**src/rtl/intel_temp_pkg.sv**
```systemverilog
// Shared types, CSR map and status packing for the on-die temperature sequencer.
package intel_temp_pkg;

  typedef enum logic [1:0] {
    IDLE    = 2'd0,
    CLEAR   = 2'd1,
    CONVERT = 2'd2,
    CAPTURE = 2'd3
  } state_e;

  localparam logic [1:0] ADDR_STATUS = 2'd0;
  localparam logic [1:0] ADDR_CTRL   = 2'd1;
  localparam logic [1:0] ADDR_PERIOD = 2'd2;
  localparam logic [1:0] ADDR_THRESH = 2'd3;

  localparam int STAT_AVG_VALID = 16;
  localparam int STAT_ALARM     = 17;
  localparam int STAT_TIMEOUT   = 18;
  localparam int STAT_BUSY      = 19;

  localparam int CTRL_PERIODIC = 0;
  localparam int CTRL_ONESHOT  = 1;
  localparam int CTRL_IRQ_EN   = 2;

  function automatic int acc_width(input int avg_log2);
    return 8 + avg_log2;
  endfunction

  function automatic logic [31:0] status_word(
    input logic [7:0] last,
    input logic [7:0] avg,
    input logic       avg_valid,
    input logic       alarm,
    input logic       timeout,
    input logic       busy
  );
    return {12'd0, busy, timeout, alarm, avg_valid, avg, last};
  endfunction

endpackage

```
**src/rtl/intel_temp_sequencer_if.sv**
```systemverilog
// Avalon-MM slave bus bundle for the temperature sequencer CSR block.
interface intel_temp_sequencer_if;
  logic [1:0]  avs_address;
  logic        avs_read;
  logic        avs_write;
  logic [31:0] avs_writedata;
  logic [31:0] avs_readdata;
  logic        avs_readdatavalid;

  modport master (
    output avs_address, avs_read, avs_write, avs_writedata,
    input  avs_readdata, avs_readdatavalid
  );

  modport slave (
    input  avs_address, avs_read, avs_write, avs_writedata,
    output avs_readdata, avs_readdatavalid
  );
endinterface

```
**src/rtl/intel_temp_avg.sv**
```systemverilog
// Block averager over 2**AVG_LOG2 TSD samples with hysteretic over-temperature alarm.
module intel_temp_avg
  import intel_temp_pkg::*;
#(
  parameter int AVG_LOG2 = 3
) (
  input  logic       clk,
  input  logic       rst_n,
  input  logic       i_sample_valid,
  input  logic [7:0] i_sample,
  input  logic [7:0] i_hi,
  input  logic [7:0] i_lo,
  output logic [7:0] o_avg,
  output logic       o_avg_valid,
  output logic       o_alarm
);

  localparam int ACC_W = acc_width(AVG_LOG2);
  localparam int CW    = (AVG_LOG2 > 0) ? AVG_LOG2 : 1;

  logic [ACC_W-1:0] r_acc;
  logic [CW-1:0]    r_cnt;
  logic [ACC_W-1:0] w_sum;
  logic [7:0]       w_avg_new;
  logic             w_block_done;

  assign w_sum        = r_acc + ACC_W'(i_sample);
  assign w_avg_new    = w_sum[ACC_W-1:AVG_LOG2];
  assign w_block_done = (r_cnt == CW'((1 << AVG_LOG2) - 1));

  always_ff @(posedge clk or negedge rst_n) begin
    if (!rst_n) begin
      r_acc       <= '0;
      r_cnt       <= '0;
      o_avg       <= '0;
      o_avg_valid <= 1'b0;
      o_alarm     <= 1'b0;
    end else if (i_sample_valid) begin
      if (w_block_done) begin
        r_acc       <= '0;
        r_cnt       <= '0;
        o_avg       <= w_avg_new;
        o_avg_valid <= 1'b1;
        // Set test first so overlapping thresholds resolve to alarm.
        if (w_avg_new >= i_hi)
          o_alarm <= 1'b1;
        else if (w_avg_new <= i_lo)
          o_alarm <= 1'b0;
      end else begin
        r_acc <= w_sum;
        r_cnt <= r_cnt + 1'b1;
      end
    end
  end

endmodule

```
**src/rtl/intel_temp_sequencer.sv**
```systemverilog
// TSD conversion sequencer: CSR decode, period timer, oneshot pending flag,
// clear/convert/capture FSM and averaging/alarm sub-block.
module intel_temp_sequencer
  import intel_temp_pkg::*;
#(
  parameter int CLR_CYCLES     = 4,
  parameter int TIMEOUT_CYCLES = 1000000,
  parameter int AVG_LOG2       = 3,
  parameter int PERIOD_W       = 24
) (
  input  logic                   clk,
  input  logic                   reset_n,
  intel_temp_sequencer_if.slave  avs,
  output logic                   tsd_ce,
  output logic                   tsd_clr,
  input  logic [7:0]             tsdcalo,
  input  logic                   tsdcaldone,
  output logic                   irq
);

  localparam int CNT_MAX = (TIMEOUT_CYCLES > CLR_CYCLES) ? TIMEOUT_CYCLES : CLR_CYCLES;
  localparam int CNT_W   = $clog2(CNT_MAX + 1);

  state_e              r_state, w_state_next;
  logic [CNT_W-1:0]    r_cnt;
  logic                r_periodic_en, r_irq_en, r_pend, r_timeout, r_irq, r_rvalid;
  logic [PERIOD_W-1:0] r_period, r_per_cnt;
  logic [7:0]          r_hi, r_lo, r_last;
  logic [31:0]         r_rdata;

  logic                w_wr_status, w_wr_ctrl, w_wr_period, w_wr_thresh;
  logic                w_en_rise, w_oneshot_wr, w_tick, w_start;
  logic                w_capture, w_timeout_evt, w_busy;
  logic                w_clr_done, w_tmo_reached;
  logic [PERIOD_W-1:0] w_wr_period_val, w_period_eff, w_reload_val;
  logic [7:0]          w_avg;
  logic                w_avg_valid, w_alarm;
  logic [31:0]         w_rdata;
  logic                w_unused_wdata;

  assign w_wr_status  = avs.avs_write && (avs.avs_address == ADDR_STATUS);
  assign w_wr_ctrl    = avs.avs_write && (avs.avs_address == ADDR_CTRL);
  assign w_wr_period  = avs.avs_write && (avs.avs_address == ADDR_PERIOD);
  assign w_wr_thresh  = avs.avs_write && (avs.avs_address == ADDR_THRESH);
  assign w_en_rise    = w_wr_ctrl && avs.avs_writedata[CTRL_PERIODIC] && !r_periodic_en;
  assign w_oneshot_wr = w_wr_ctrl && avs.avs_writedata[CTRL_ONESHOT];
  assign w_unused_wdata = ^avs.avs_writedata[31:16];

  // PERIOD of zero behaves as one so the timer can never stall.
  assign w_wr_period_val = avs.avs_writedata[PERIOD_W-1:0];
  assign w_period_eff    = (r_period == '0) ? PERIOD_W'(1) : r_period;
  assign w_reload_val    = w_wr_period ?
                           ((w_wr_period_val == '0) ? PERIOD_W'(1) : w_wr_period_val) :
                           w_period_eff;
  assign w_tick          = r_periodic_en && (r_per_cnt <= PERIOD_W'(1));

  assign w_busy        = (r_state != IDLE);
  assign w_start       = (r_state == IDLE) && (w_tick || r_pend);
  assign w_capture     = (r_state == CAPTURE);
  assign w_clr_done    = (r_cnt == CNT_W'(CLR_CYCLES - 1));
  assign w_tmo_reached = (r_cnt == CNT_W'(TIMEOUT_CYCLES - 1));
  assign w_timeout_evt = (r_state == CONVERT) && !tsdcaldone && w_tmo_reached;

  always_ff @(posedge clk or negedge reset_n) begin
    if (!reset_n) begin
      r_periodic_en <= 1'b0;
      r_irq_en      <= 1'b0;
      r_period      <= '0;
      r_hi          <= 8'hFF;
      r_lo          <= 8'hFF;
      r_per_cnt     <= '0;
      r_pend        <= 1'b0;
    end else begin
      if (w_wr_ctrl) begin
        r_periodic_en <= avs.avs_writedata[CTRL_PERIODIC];
        r_irq_en      <= avs.avs_writedata[CTRL_IRQ_EN];
      end
      if (w_wr_period)
        r_period <= w_wr_period_val;
      if (w_wr_thresh) begin
        r_hi <= avs.avs_writedata[7:0];
        r_lo <= avs.avs_writedata[15:8];
      end
      if (w_wr_period || w_en_rise)
        r_per_cnt <= w_reload_val;
      else if (r_periodic_en)
        r_per_cnt <= w_tick ? w_period_eff : r_per_cnt - 1'b1;
      // A oneshot request arriving on the consuming cycle is kept as a new request.
      r_pend <= (r_pend && !w_start) || w_oneshot_wr;
    end
  end

  always_ff @(posedge clk or negedge reset_n) begin
    if (!reset_n) begin
      r_state <= IDLE;
      r_cnt   <= '0;
    end else begin
      r_state <= w_state_next;
      r_cnt   <= ((w_state_next != r_state) || (r_state == IDLE)) ? '0 : r_cnt + 1'b1;
    end
  end

  always_comb begin
    w_state_next = r_state;
    case (r_state)
      IDLE:    if (w_start) w_state_next = CLEAR;
      CLEAR:   if (w_clr_done) w_state_next = CONVERT;
      CONVERT: begin
        if (tsdcaldone)         w_state_next = CAPTURE;
        else if (w_tmo_reached) w_state_next = IDLE;
      end
      CAPTURE: w_state_next = IDLE;
      default: w_state_next = IDLE;
    endcase
  end

  always_comb begin
    tsd_clr = 1'b0;
    tsd_ce  = 1'b0;
    case (r_state)
      CLEAR:   tsd_clr = 1'b1;
      CONVERT: tsd_ce  = 1'b1;
      default: ;
    endcase
  end

  // A W1C landing together with a fresh timeout leaves the flag set.
  always_ff @(posedge clk or negedge reset_n) begin
    if (!reset_n) begin
      r_last    <= '0;
      r_timeout <= 1'b0;
      r_irq     <= 1'b0;
    end else begin
      if (w_capture)
        r_last <= tsdcalo;
      r_timeout <= w_timeout_evt ||
                   (r_timeout && !(w_wr_status && avs.avs_writedata[STAT_TIMEOUT]));
      r_irq     <= w_alarm && r_irq_en;
    end
  end

  assign irq = r_irq;

  intel_temp_avg #(
    .AVG_LOG2 (AVG_LOG2)
  ) u_avg (
    .clk            (clk),
    .rst_n          (reset_n),
    .i_sample_valid (w_capture),
    .i_sample       (tsdcalo),
    .i_hi           (r_hi),
    .i_lo           (r_lo),
    .o_avg          (w_avg),
    .o_avg_valid    (w_avg_valid),
    .o_alarm        (w_alarm)
  );

  always_comb begin
    w_rdata = '0;
    case (avs.avs_address)
      ADDR_STATUS: w_rdata = status_word(r_last, w_avg, w_avg_valid, w_alarm, r_timeout, w_busy);
      ADDR_CTRL:   w_rdata = {29'd0, r_irq_en, 1'b0, r_periodic_en};
      ADDR_PERIOD: w_rdata = 32'(r_period);
      ADDR_THRESH: w_rdata = {16'd0, r_lo, r_hi};
      default:     w_rdata = '0;
    endcase
  end

  // Readdata is sampled from pre-write state, so a same-cycle write is not visible.
  always_ff @(posedge clk or negedge reset_n) begin
    if (!reset_n) begin
      r_rdata  <= '0;
      r_rvalid <= 1'b0;
    end else begin
      r_rvalid <= avs.avs_read;
      if (avs.avs_read)
        r_rdata <= w_rdata;
    end
  end

  assign avs.avs_readdata      = r_rdata;
  assign avs.avs_readdatavalid = r_rvalid;

endmodule
```
**src/flat_wrapper.sv**
```systemverilog
// flat-port wrapper written by rule: the top's interface ports become plain ports
module intel_temp_sequencer_flat import intel_temp_pkg::*;
#(
  parameter int CLR_CYCLES     = 4,
  parameter int TIMEOUT_CYCLES = 1000000,
  parameter int AVG_LOG2       = 3,
  parameter int PERIOD_W       = 24
)
  (clk, reset_n, tsd_ce, tsd_clr, tsdcalo, tsdcaldone, irq, avs_avs_address, avs_avs_read, avs_avs_write, avs_avs_writedata, avs_avs_readdata, avs_avs_readdatavalid);
  intel_temp_sequencer_if avs_i ();
  input  logic clk;
  input  logic reset_n;
  output logic tsd_ce;
  output logic tsd_clr;
  input  logic [7:0] tsdcalo;
  input  logic tsdcaldone;
  output logic irq;
  input wire logic [$bits(avs_i.avs_address)-1:0] avs_avs_address;
  input wire logic [$bits(avs_i.avs_read)-1:0] avs_avs_read;
  input wire logic [$bits(avs_i.avs_write)-1:0] avs_avs_write;
  input wire logic [$bits(avs_i.avs_writedata)-1:0] avs_avs_writedata;
  output wire logic [$bits(avs_i.avs_readdata)-1:0] avs_avs_readdata;
  output wire logic [$bits(avs_i.avs_readdatavalid)-1:0] avs_avs_readdatavalid;
  assign avs_i.avs_address = avs_avs_address;
  assign avs_i.avs_read = avs_avs_read;
  assign avs_i.avs_write = avs_avs_write;
  assign avs_i.avs_writedata = avs_avs_writedata;
  assign avs_avs_readdata = avs_i.avs_readdata;
  assign avs_avs_readdatavalid = avs_i.avs_readdatavalid;
  intel_temp_sequencer #(.CLR_CYCLES(CLR_CYCLES), .TIMEOUT_CYCLES(TIMEOUT_CYCLES), .AVG_LOG2(AVG_LOG2), .PERIOD_W(PERIOD_W)) u_core (.clk(clk), .reset_n(reset_n), .avs(avs_i), .tsd_ce(tsd_ce), .tsd_clr(tsd_clr), .tsdcalo(tsdcalo), .tsdcaldone(tsdcaldone), .irq(irq));
endmodule
```
**config.mk**
```make
export PLATFORM = sky130hd
export DESIGN_NAME = intel_temp_sequencer_flat
export DESIGN_NICKNAME = d
export VERILOG_FILES = /design/src/rtl/intel_temp_pkg.sv /design/src/rtl/intel_temp_sequencer_if.sv /design/src/rtl/intel_temp_avg.sv /design/src/rtl/intel_temp_sequencer.sv /design/src/flat_wrapper.sv
export SDC_FILE = /design/constraint.sdc
export NUM_CORES = 1
export LEC_CHECK = 0
export BUFFER_PORTS_ARGS = -buffer_cell sky130_fd_sc_hd__buf_2
export CORE_ASPECT_RATIO = 1.75
export CORE_MARGIN = 3
export CORE_UTILIZATION = 41
export CTS_CLUSTER_SIZE = 8
export DETAILED_ROUTE_END_ITERATION = 6
export PLACE_DENSITY = 0.59
export SETUP_SLACK_MARGIN = 0.3
export SLEW_MARGIN = 20
export SYNTH_ARGS = -nofsm -noshare
export SYNTH_HDL_FRONTEND = slang
export SYNTH_SLANG_ARGS = --single-unit
```
**constraint.sdc**
```tcl
create_clock -name clk -period 2.7 [get_ports clk]
set_input_delay 0.135 -clock clk [delete_from_list [all_inputs] [get_ports clk]]
set_output_delay 0.135 -clock clk [all_outputs]
set_load 0.05 [all_outputs]
```
==> results.yml <==
status:
  run_status: "finished, violations left"
  failing_checks: "negative setup slack"
worst_setup_path:
  critPathBufInv: 1
  cpMaxStageDelayCell: "sky130_fd_sc_hd__dfrtp_1"
  critical_path.top_delay_family: "compound AO/OA/AOI/OAI gates"
  critPathArrivalTime_ns: 3.17
  worst_setup_path_end_kind: "register"
  cp-start-kind: "register"
  timing.critical_path.cells: "ha_1, a211oi_2, buf_4, o211ai_1, a31oi_1, nor2b_1, xor2_2, ha_1, a21o_1, a2111oi_2, o22ai_1"
  maximum_fanout_along_the_worst_path: 3
  worst_path_largest_cell_delay_ns: 0.40
  cpMostUsedCell: "sky130_fd_sc_hd__ha_1"
  cp_data_required_time_ns: 3.00
  worst-setup-path-type: "register to register"
sta:
  timing.setup.tns_ns: -0.168
  timing.final.crit_share_pct: 106
  fmax_ghz: 0.349
  setup_violations: 1
  layout_setup_ws_ns: -0.168
  finalHoldWorstSlack_ns: 0.0247
  slew_violations: 0
  hold_fails_final_rpt: 0
  timing.max_slew.rel_slack_pct: 47.3
  grt_setup_unrepaired: "yes"
  final_period_minus_worst_setup_slack_ns: 2.87
  worst_clock_skew_ns: 0.00917
  max_slew.worst_pin.slew_ns: 0.789
placement:
  gp_routability_congestion: 0.919
  detailed_place_hpwl_um: 17900
  dp.cells: 1166
  port_buffers: 66
grt:
  grt.total_usage_pct: 23.3
  grt_antenna_before_repair: 0
  global_route.overflow_total: 0
  via_count_of_the_first_global_routing_pass: 7180
  largest_net_degree_at_the_start_of_global_routing: 72
  wire_length_of_the_first_global_routing_pass_um: 38000
drt:
  detail_route.wl_per_cell_um: 19.5
  detailedRoute.firstIterationViolations: 333
  via_count: 6812
  avgViaCountPerCell: 5.52
  drt_pass1_iterations: 4
  drc_violations_left: 0
  drt_wl_total_um: 24100
  drt.antenna.violating_nets: 0
cells_and_area:
  multi_input_comb_area_um2: 4080
  layout-drive-gt1-share_pct: 24.1
  layout_stage_area_growth_over_the_synthesis_result_pct: 24.9
  nFillCells: 1778
  post-route-util_pct: 52.9
  design.final.nets: 1060
  num_antenna_cells: 0
  sequential_cell_area_um2: 3730
  post_layout_nonfiller_instances: 1234
cts:
  tritoncts_num_sinks: 148
  worst_skew_pair_latency_ns: 0.44
  clock_pin_transition_on_the_worst_setup_and_hold_timing_paths_ns: 0.06
  htreeDepth: 4
  cts-buffers-inserted: 17
  cts_tree: "built"
  root_buffer: "sky130_fd_sc_hd__clkbuf_16"
  cts_buffer_depth: 2
min_path:
  holdCritPathClass: "input pin to register"
power_and_ir_drop:
  part_of_the_total_power_dissipated_in_the_clock_network_pct: 25.1
  power.share.switching_pct: 37.8
  p_switching_mw: 3.55
  combinationalPowerShare_pct: 39.6
  p_per_area_nw_per_um2: 942
  total_internal_power_mw: 5.84
  share_seq_of_total_power_pct: 35.3
  leakagePower_nw: 4.66
  ir_drop_v: 0.000551
die:
  row_count: 66
  dieArea_um2: 21200
  num_io_pins: 83
  core_region_area_um2: 18800
  die_w_um: 111
  die_h_um: 190
  initial_core_utilization_pct: 42.3
logic_synthesis:
  synthesis.instances: 847
  postSynthRegisterBits: 148
  yosysSeqAreaShare_pct: 46.7
  synth_ff_type: "sky130_fd_sc_hd__dfrtp_1"
  synth_async_sr_flop_share_pct: 100
  ys.warnings.count: 0
  netlist-cell-type-count: 60
  netlist_area_um2: 7970
  synth-edff-count: 0
  syn_area_per_cell_um2: 9.41
run:
  cap_violations: 0
final timing paths:
check                                                  start                                endpoint  slack, ns  cells past startpoint
max reg2reg                u_core.u_avg.r_acc[1]$_DFFE_PN0P_        u_core.u_avg.o_alarm$_DFFE_PN0P_      -0.17                     11
max                        u_core.u_avg.r_acc[1]$_DFFE_PN0P_        u_core.u_avg.o_alarm$_DFFE_PN0P_      -0.17                     11
min reg2reg                        u_core.r_cnt[0]$_DFF_PN0_               u_core.r_cnt[0]$_DFF_PN0_       0.45                      1
max in group asynchronous                            reset_n        u_core.r_per_cnt[19]$_DFFE_PN0P_       1.61                      3
min                                    avs_avs_writedata[14]              u_core.r_lo[6]$_DFFE_PN1P_       0.02                      2
min in group asynchronous                            reset_n  u_core.avs.avs_readdatavalid$_DFF_PN0_       0.27                      2
synth_stat cells, drive strengths merged, types with 21 or more instances:
| cell type | number | area, µm² |
|---|---|---|
| xnor2 | 21 | 184 |
| o21ai | 50 | 250 |
| nand2 | 126 | 473 |
| clkbuf | 37 | 139 |
| mux2 | 33 | 372 |
| a21oi | 47 | 235 |
| nor4 | 22 | 138 |
| dfrtp | 132 | 3300 |
| nor2 | 72 | 270 |
| nand3 | 24 | 120 |
| ha | 29 | 363 |
| inv | 35 | 131 |
routing by layer:
metal,wire length [µm],global-route usage (%),vias up
li1,-,-,3248
met1,8500,22.9,3358
met2,13400,43.6,140
met3,719,4.45,66
met4,1420,15.7,0
met5,0,0,-
what timing repair did:
action | CTS | global route
cloned | 0 | 0
buffers inserted | 3 | 3
hold buffers | 30 | 0
pin swaps | 7 | 13
endpoints found under the hold margin | 101 | 0
setup endpoints to repair | 4 | 11
gates resized for setup | 4 | 21
final cells by class:
class	instances	area share, %
Clock buffer	20	4.69
Clock inverter	12	1.22
Inverter	35	1.32
Multi-Input combinational cell	622	41.0
Sequential cell	148	37.4
Tap cell	238	2.99
Timing Repair Buffer	159	11.4
per-stage QoR:
| step | power (mW) | setup WS (ns) | cell area, µm² |
|---|---|---|---|
| 5_1_grt | 10.0 | -0.320 | 9960 |
| 3_3_place_gp | 6.72 | -0.159 | 8890 |
| 6_report | 9.38 | -0.168 | 9960 |
| 2_1_floorplan | 5.44 | 0.0588 | 8030 |
| 3_5_place_dp | 6.76 | -0.208 | 8890 |
| 4_1_cts | 9.29 | -0.155 | 9840 |
placed cells by master, fill, tap and decap left out, types with 16 or more instances in the layout:
cell                            synthesis  layout
sky130_fd_sc_hd__dfrtp_1              132     130
sky130_fd_sc_hd__nand2_1              126     125
sky130_fd_sc_hd__nor2_1                72      72
sky130_fd_sc_hd__buf_2                  0      65
sky130_fd_sc_hd__buf_4                  8      61
sky130_fd_sc_hd__o21ai_0               50      47
sky130_fd_sc_hd__a21oi_1               47      46
sky130_fd_sc_hd__inv_1                 35      34
sky130_fd_sc_hd__mux2_2                33      33
sky130_fd_sc_hd__dlygate4sd3_1          0      30
sky130_fd_sc_hd__ha_1                  29      27
sky130_fd_sc_hd__nand3_1               24      23
sky130_fd_sc_hd__xnor2_1               21      20
sky130_fd_sc_hd__xor2_1                20      19
sky130_fd_sc_hd__mux2i_1               19      19
sky130_fd_sc_hd__nor3_1                17      17
sky130_fd_sc_hd__nor4_1                22      17
sky130_fd_sc_hd__clkbuf_16              0      17
sky130_fd_sc_hd__dfstp_2               16      16
cells by family (layout without fill, tap and decap cells):
kind of cell	count (synthesis)	count (layout)	synth area share (%)
DFF	148	148	46.7
AOI/OAI and AO/OA	168	168	13.1
and+or+nand+nor	321	321	18.9
adders and majority gates	30	30	4.80
muxes	54	54	7.61
other	1	8	0.0470
buffers and inverters	84	226	4.33
xor gates and xnor gates	41	41	4.50
power by group through the flow:
stage / sequential (mW) / combinational (mW) / clock (mW)
2_1_floorplan: 3.33 / 2.11 / 0
3_3_place_gp: 3.28 / 3.44 / 0
3_5_place_dp: 3.29 / 3.47 / 0
4_1_cts: 3.27 / 3.62 / 2.41
5_1_grt: 3.37 / 4.14 / 2.51
6_report: 3.31 / 3.72 / 2.35
registers in the layout, indices dropped and copies added, names as in the netlist, 2 cells and up:
register	cells
u_core.r_period	24
u_core.r_cnt	20
u_core.u_avg.r_acc	11
u_core.r_state	2
u_core.r_last	8
u_core.u_avg.r_cnt	3
u_core.r_lo	8
u_core.r_hi	8
u_core.r_per_cnt	24
u_core.u_avg.o_avg	8
u_core.avs.avs_readdata	24
worst reg2reg max path: cells and delay by family, from the launching register on:
family,cells,cell delay [ns]
fa+ha+maj,2,0.59
buf+inv,1,0.14
xor+xnor,1,0.24
simple gates,1,0.25
flops,1,0.40
compound gates,6,1.12
Power figures use the tool's default switching activity.
